===== src/rtl/dnn_arb_pkg.sv =====
// Shared types and helpers for the two-master SDRAM arbiter.
package dnn_arb_pkg;

    typedef enum logic {
        IDLE = 1'b0,
        BUSY = 1'b1
    } arb_state_t;

    // Master identifier: 0 = accelerator, 1 = CPU.
    typedef logic mid_t;

    localparam mid_t M_ACCEL = 1'b0;
    localparam mid_t M_CPU   = 1'b1;

    // Round-robin pick: on contention the master not granted last wins.
    function automatic mid_t rr_pick(input logic req0, input logic req1, input mid_t last);
        mid_t win;
        if (req0 && req1) begin
            win = ~last;
        end else if (req1) begin
            win = M_CPU;
        end else begin
            win = M_ACCEL;
        end
        return win;
    endfunction

endpackage


===== src/rtl/dnn_arb_id_fifo.sv =====
// Register-based FIFO of master IDs for reads awaiting their response.
// A push into a full FIFO is honoured only when a pop happens in the
// same cycle, so the occupancy holds instead of overflowing.
module dnn_arb_id_fifo
    import dnn_arb_pkg::*;
#(
    parameter int DEPTH = 4
) (
    input  logic                     clk,
    input  logic                     rst_n,
    input  logic                     push_i,
    input  logic                     pop_i,
    input  mid_t                     din_i,
    output mid_t                     dout_o,
    output logic                     full_o,
    output logic                     empty_o,
    output logic [$clog2(DEPTH):0]   count_o
);

    localparam int PW = $clog2(DEPTH);

    mid_t            mem_q [DEPTH];
    logic [PW-1:0]   wr_ptr_q, rd_ptr_q;
    logic [PW:0]     count_q, count_d;
    logic            do_push, do_pop;

    assign empty_o = (count_q == '0);
    assign full_o  = (count_q == (PW+1)'(DEPTH));
    assign dout_o  = mem_q[rd_ptr_q];
    assign count_o = count_q;

    // Popping an empty FIFO is ignored, which drops stray responses.
    assign do_pop  = pop_i && !empty_o;
    assign do_push = push_i && (!full_o || do_pop);

    // Occupancy next-state.
    always_comb begin
        count_d = count_q;
        if (do_push && !do_pop) begin
            count_d = count_q + (PW+1)'(1);
        end else if (do_pop && !do_push) begin
            count_d = count_q - (PW+1)'(1);
        end
    end

    // Storage, pointers and occupancy registers.
    always_ff @(posedge clk or negedge rst_n) begin
        if (!rst_n) begin
            wr_ptr_q <= '0;
            rd_ptr_q <= '0;
            count_q  <= '0;
            for (int i = 0; i < DEPTH; i++) begin
                mem_q[i] <= M_ACCEL;
            end
        end else begin
            count_q <= count_d;
            if (do_push) begin
                mem_q[wr_ptr_q] <= din_i;
                wr_ptr_q        <= wr_ptr_q + PW'(1);
            end
            if (do_pop) begin
                rd_ptr_q <= rd_ptr_q + PW'(1);
            end
        end
    end

endmodule


===== src/rtl/dnn_mem_arbiter.sv =====
// Two-master Avalon-MM arbiter (m0 = accelerator, m1 = CPU) in front of one
// SDRAM controller. One command is in flight at a time; read responses are
// routed back by an in-order ID FIFO. Optional per-master accepted-transfer
// counters are built when DNN_ARB_PERF_EN is defined.
module dnn_mem_arbiter
    import dnn_arb_pkg::*;
#(
    parameter int ADDR_W   = 32,
    parameter int DATA_W   = 32,
    parameter int MAX_PEND = 4
) (
    input  logic                        clk,
    input  logic                        rst_n,
    // accelerator port
    input  logic [ADDR_W-1:0]           m0_address_i,
    input  logic                        m0_read_i,
    input  logic                        m0_write_i,
    input  logic [DATA_W-1:0]           m0_writedata_i,
    input  logic [DATA_W/8-1:0]         m0_byteenable_i,
    output logic                        m0_waitrequest_o,
    output logic [DATA_W-1:0]           m0_readdata_o,
    output logic                        m0_readdatavalid_o,
    // CPU port
    input  logic [ADDR_W-1:0]           m1_address_i,
    input  logic                        m1_read_i,
    input  logic                        m1_write_i,
    input  logic [DATA_W-1:0]           m1_writedata_i,
    input  logic [DATA_W/8-1:0]         m1_byteenable_i,
    output logic                        m1_waitrequest_o,
    output logic [DATA_W-1:0]           m1_readdata_o,
    output logic                        m1_readdatavalid_o,
    // SDRAM controller port
    output logic [ADDR_W-1:0]           s_address_o,
    output logic                        s_read_o,
    output logic                        s_write_o,
    output logic [DATA_W-1:0]           s_writedata_o,
    output logic [DATA_W/8-1:0]         s_byteenable_o,
    input  logic                        s_waitrequest_i,
    input  logic [DATA_W-1:0]           s_readdata_i,
    input  logic                        s_readdatavalid_i,
`ifdef DNN_ARB_PERF_EN
    input  logic                        perf_clr_i,
    output logic [31:0]                 perf_gnt0_o,
    output logic [31:0]                 perf_gnt1_o,
`endif
    // observability
    output arb_state_t                  dbg_state_o,
    output logic [$clog2(MAX_PEND):0]   dbg_pend_o
);

    // Handshake: a command moves on every edge where read or write is high
    // and waitrequest is low; readdatavalid marks a one-cycle response.

    arb_state_t state_q, state_d;
    mid_t       gnt_q, gnt_d;
    mid_t       last_gnt_q, last_gnt_d;

    logic       fifo_full, fifo_empty, fifo_push;
    mid_t       fifo_head;
    logic       req0, req1;
    logic       sel_read, sel_write;
    logic       rsp_valid;

    // A read may only be granted if its ID has a FIFO slot; writes never wait on it.
    assign req0 = m0_write_i || (m0_read_i && !fifo_full);
    assign req1 = m1_write_i || (m1_read_i && !fifo_full);

    assign sel_read  = (gnt_q == M_CPU) ? m1_read_i  : m0_read_i;
    assign sel_write = (gnt_q == M_CPU) ? m1_write_i : m0_write_i;

    // Payload follows the held grant; it is only meaningful while BUSY.
    assign s_address_o    = (gnt_q == M_CPU) ? m1_address_i    : m0_address_i;
    assign s_writedata_o  = (gnt_q == M_CPU) ? m1_writedata_i  : m0_writedata_i;
    assign s_byteenable_o = (gnt_q == M_CPU) ? m1_byteenable_i : m0_byteenable_i;

    // Next-state, grant and command/waitrequest steering.
    always_comb begin
        state_d          = state_q;
        gnt_d            = gnt_q;
        last_gnt_d       = last_gnt_q;
        s_read_o         = 1'b0;
        s_write_o        = 1'b0;
        m0_waitrequest_o = 1'b1;
        m1_waitrequest_o = 1'b1;
        fifo_push        = 1'b0;
        unique case (state_q)
            IDLE: begin
                if (req0 || req1) begin
                    gnt_d   = rr_pick(req0, req1, last_gnt_q);
                    state_d = BUSY;
                end
            end
            BUSY: begin
                s_read_o  = sel_read;
                s_write_o = sel_write;
                if (gnt_q == M_CPU) begin
                    m1_waitrequest_o = s_waitrequest_i;
                end else begin
                    m0_waitrequest_o = s_waitrequest_i;
                end
                // The grant is held until the slave accepts, even if the
                // master drops its command meanwhile.
                if (!s_waitrequest_i) begin
                    state_d    = IDLE;
                    last_gnt_d = gnt_q;
                    fifo_push  = sel_read;
                end
            end
            default: state_d = IDLE;
        endcase
    end

    // FSM, grant and round-robin history registers.
    always_ff @(posedge clk or negedge rst_n) begin
        if (!rst_n) begin
            state_q    <= IDLE;
            gnt_q      <= M_ACCEL;
            last_gnt_q <= M_CPU;
        end else begin
            state_q    <= state_d;
            gnt_q      <= gnt_d;
            last_gnt_q <= last_gnt_d;
        end
    end

    dnn_arb_id_fifo #(
        .DEPTH (MAX_PEND)
    ) u_id_fifo (
        .clk     (clk),
        .rst_n   (rst_n),
        .push_i  (fifo_push),
        .pop_i   (s_readdatavalid_i),
        .din_i   (gnt_q),
        .dout_o  (fifo_head),
        .full_o  (fifo_full),
        .empty_o (fifo_empty),
        .count_o (dbg_pend_o)
    );

    // Responses with nothing outstanding are dropped.
    assign rsp_valid          = s_readdatavalid_i && !fifo_empty;
    assign m0_readdatavalid_o = rsp_valid && (fifo_head == M_ACCEL);
    assign m1_readdatavalid_o = rsp_valid && (fifo_head == M_CPU);
    assign m0_readdata_o      = s_readdata_i;
    assign m1_readdata_o      = s_readdata_i;

    assign dbg_state_o = state_q;

`ifdef DNN_ARB_PERF_EN
    logic [31:0] perf_gnt0_q, perf_gnt1_q;
    logic        xfer_done;

    assign xfer_done   = (state_q == BUSY) && !s_waitrequest_i;
    assign perf_gnt0_o = perf_gnt0_q;
    assign perf_gnt1_o = perf_gnt1_q;

    // Accepted-transfer counters; clear wins over increment, wrap at 2^32.
    always_ff @(posedge clk or negedge rst_n) begin
        if (!rst_n) begin
            perf_gnt0_q <= '0;
            perf_gnt1_q <= '0;
        end else if (perf_clr_i) begin
            perf_gnt0_q <= '0;
            perf_gnt1_q <= '0;
        end else if (xfer_done) begin
            if (gnt_q == M_CPU) begin
                perf_gnt1_q <= perf_gnt1_q + 32'd1;
            end else begin
                perf_gnt0_q <= perf_gnt0_q + 32'd1;
            end
        end
    end
`endif

endmodule


===== config.mk =====
export PLATFORM = sky130hd
export DESIGN_NAME = dnn_mem_arbiter
export DESIGN_NICKNAME = d
export VERILOG_FILES = /design/src/rtl/dnn_arb_pkg.sv /design/src/rtl/dnn_arb_id_fifo.sv /design/src/rtl/dnn_mem_arbiter.sv
export SDC_FILE = /design/constraint.sdc
export NUM_CORES = 1
export LEC_CHECK = 0
export BUFFER_PORTS_ARGS = -buffer_cell sky130_fd_sc_hd__buf_4
export CAP_MARGIN = 10
export CELL_PAD_IN_SITES_DETAIL_PLACEMENT = 0
export CELL_PAD_IN_SITES_GLOBAL_PLACEMENT = 1
export CORE_ASPECT_RATIO = 0.5
export CORE_UTILIZATION = 18
export DETAILED_ROUTE_END_ITERATION = 7
export MAX_ROUTING_LAYER = met4
export PLACE_DENSITY_LB_ADDON = 0.1
export SYNTH_ARGS = -nofsm -noshare
export SYNTH_HDL_FRONTEND = slang
export SYNTH_SLANG_ARGS = --single-unit
export TNS_END_PERCENT = 10

===== constraint.sdc =====
create_clock -name clk -period 3.1 [get_ports clk]
set_clock_uncertainty 0.2 [all_clocks]
set_input_delay 0.155 -clock clk [delete_from_list [all_inputs] [get_ports clk]]
set_output_delay 0.155 -clock clk [all_outputs]
set_load 0.05 [all_outputs]

==> out/metrics.yaml <==
first_iter_violations: 41
ctsResizeCount: 0
yosysMostFrequentCell: "mux2_2"
syn-num-nets: 392
cp.arrival_ps: 2480
firstDrtPassIters: 4
synth_top_area_share_pct: 39.3
path_class: "in -> reg"
grt_pass1_vias: 2291
grt_usage_pct: 13.9
hold_viol: 0
peakVddDrop_uv: 294
synthSimpleGateAreaFrac_pct: 7.62
syn_inst: 210
syn_area_um2: 2120
yosys_register_bits: 14
cts_tree: "yes"
power.leakage_nw: 1.75
initial_utilization_pct: 18.9
power-per-cell-area_nw_per_um2: 891
stdcell_area_um2: 3570
hold_path_class: "in -> reg"
core_area_um2: 11200
ctsHoldBuffers: 2
rsz0062_at_grt: "false"
clkSinkCount: 14
n_antenna_cell: 0
wl_per_cell_um: 16.6
status: "finished clean"
ys_types: 28
portBuffers: 221
fmaxAchievable_mhz: 398
vias: 2033
setup_viol: 0
synth_top_family_by_area: "multiplexers"
post_cts_buffers: 0
viasPerCell: 3.87
synthXorXnorAreaFrac_pct: 2.48
p_total_w: 0.00319
clk_latency_ps: 240
syn2layout_area_growth_pct: 68.7
cts.clk_slew.worst_paths_ps: 50
muxShareOfSynthArea_pct: 41.5
yosysWarnings: 0
grt_first_pass_wirelength_mm: 12.7
nets: 549
period_minus_slack_ps: 2510
avgSynthCellArea_um2: 10.1
synth_top_cells_by_count: "74 x mux2_2, 65 x buf_4, 13 x dfrtp_1"
drive_gt1_share_pct: 84.4
crit_path_start_kind: "input pin"
cts_made_buffers: 3
antenna_found_initial: 0
maxCapViolCount: 0
final_antenna_net_count: 0
finalSetupTns_ps: 0
synthFlopType: "dfrtp_1"
dp.cells: 519
crit_fanout: 6
dieArea_um2: 12200
num_rows: 27
die_y_um: 78.7
end_kind: "flip-flop"
clk_path_buf_depth: 2
min_period_over_period_pct: 81.0
synth_top_area_cell: "mux2_2"
hpwl_mm: 7.61
worst_pin_slew_ps: 943
ioPinCount: 318
h-tree-depth: 1
wirelength_mm: 8.74
maxSlewHeadroom_pct: 37.1
worst_ep_required_time_ps: 3070
grt_max_degree: 77
grt_overflow_total: 0
dpl_cell_area_um2: 3470
r2r_setup_slack_ps: 710
synth_compound_area_share_pct: 2.13
final_max_slew_viol_count: 0
finalNonFillerCells: 525
synth_edf_count: 0
synth.top_cells.by_area: "mux2_2 39%, buf_4 23%, dfrtp_1 15%"
yosysSeqAreaShare_pct: 16.6
synth-async-reset-ratio_pct: 100
drc: 0
synth_fa_ha_area_share_pct: 3.90
die_x_um: 155
place_congestion: 0.785
root_buffer: "clkbuf_16"
==> final cells by class <==
type | count | area (um2)
timing repair buffer | 225 | 1690
clock buffer | 4 | 88.8
inverter | 5 | 18.8
multi-input combinational | 118 | 1220
sequential | 14 | 353
fill | 1204 | 7640
tap | 159 | 199
==> cells in the final DEF (no fill, tap or decap), types with 3 or more instances in the layout <==
cell type,count
nor2_1,5
clkbuf_16,3
inv_1,5
nor2b_1,4
xnor2_1,3
nand2_1,3
xor2_1,3
dfrtp_1,12
nor4b_1,4
mux2_2,74
buf_4,223
ha_1,5
==> worst max-delay path, stage by stage <==
cell and delay [ps]:
dlygate4sd3_1 540, buf_4 140, nand2b_1 230, nor3_2 310, ha_1 240, inv_1 60
fa_1 380, xor2_1 150, nor2_1 110, xor2_1 160
==> logic make-up after synthesis <==
group,after synthesis
adder cells (fa/ha/maj),6
AND/OR/NAND/NOR,23
flip-flops,14
buffers and inverters,78
AO/OA/AOI/OAI,6
XOR/XNOR,6
multiplexers,77
==> final timing paths <==
kind,start,endpoint,cells past startpoint
max in group asynchronous,rst_n,last_gnt_q,2
max reg2reg,u_id_fifo.count_o[1],u_id_fifo.count_o[1],6
max,s_waitrequest_i,u_id_fifo.count_o[2],10
min,m1_write_i,dbg_state_o,3
min in group asynchronous,rst_n,u_id_fifo.rd_ptr_q[0],2
min reg2reg,last_gnt_q,last_gnt_q,2
==> power by group <==
group,switching [W],leakage (nW),internal [W]
combinational,0.00157,1.55,0.000973
sequential,0.0000954,0.159,0.000277
clock,0.0000742,0.0442,0.000195
total,0.00174,1.75,0.00145
==> flip-flops by register name, summed over array words and instances (netlist names) <==
register / flops
u_id_fifo.mem_q: 4
u_id_fifo.count_o: 3
u_id_fifo.rd_ptr_q: 2
u_id_fifo.wr_ptr_q: 2
dbg_state_o: 1
gnt_q: 1
last_gnt_q: 1
==> routing by layer <==
layer | vias up | global-route usage, % | routed length, um
li1 | 976 | - | -
met1 | 937 | 13.2 | 2970
met2 | 103 | 29.3 | 5080
met3 | 17 | 2.73 | 583
met4 | 0 | 2.16 | 102
met5 | - | - | 0
==> per-stage QoR <==
step | hold slack (ps) | util (%) | setup WS, ps
2_1_floorplan | -341 | - | 545
3_3_place_gp | -183 | 30.9 | 832
3_5_place_dp | -179 | 30.9 | 697
4_1_cts | 30.7 | 31.9 | 555
5_1_grt | 79.6 | 31.9 | 442
6_report | 32.3 | 31.9 | 589
Power figures use the tool's default switching activity.
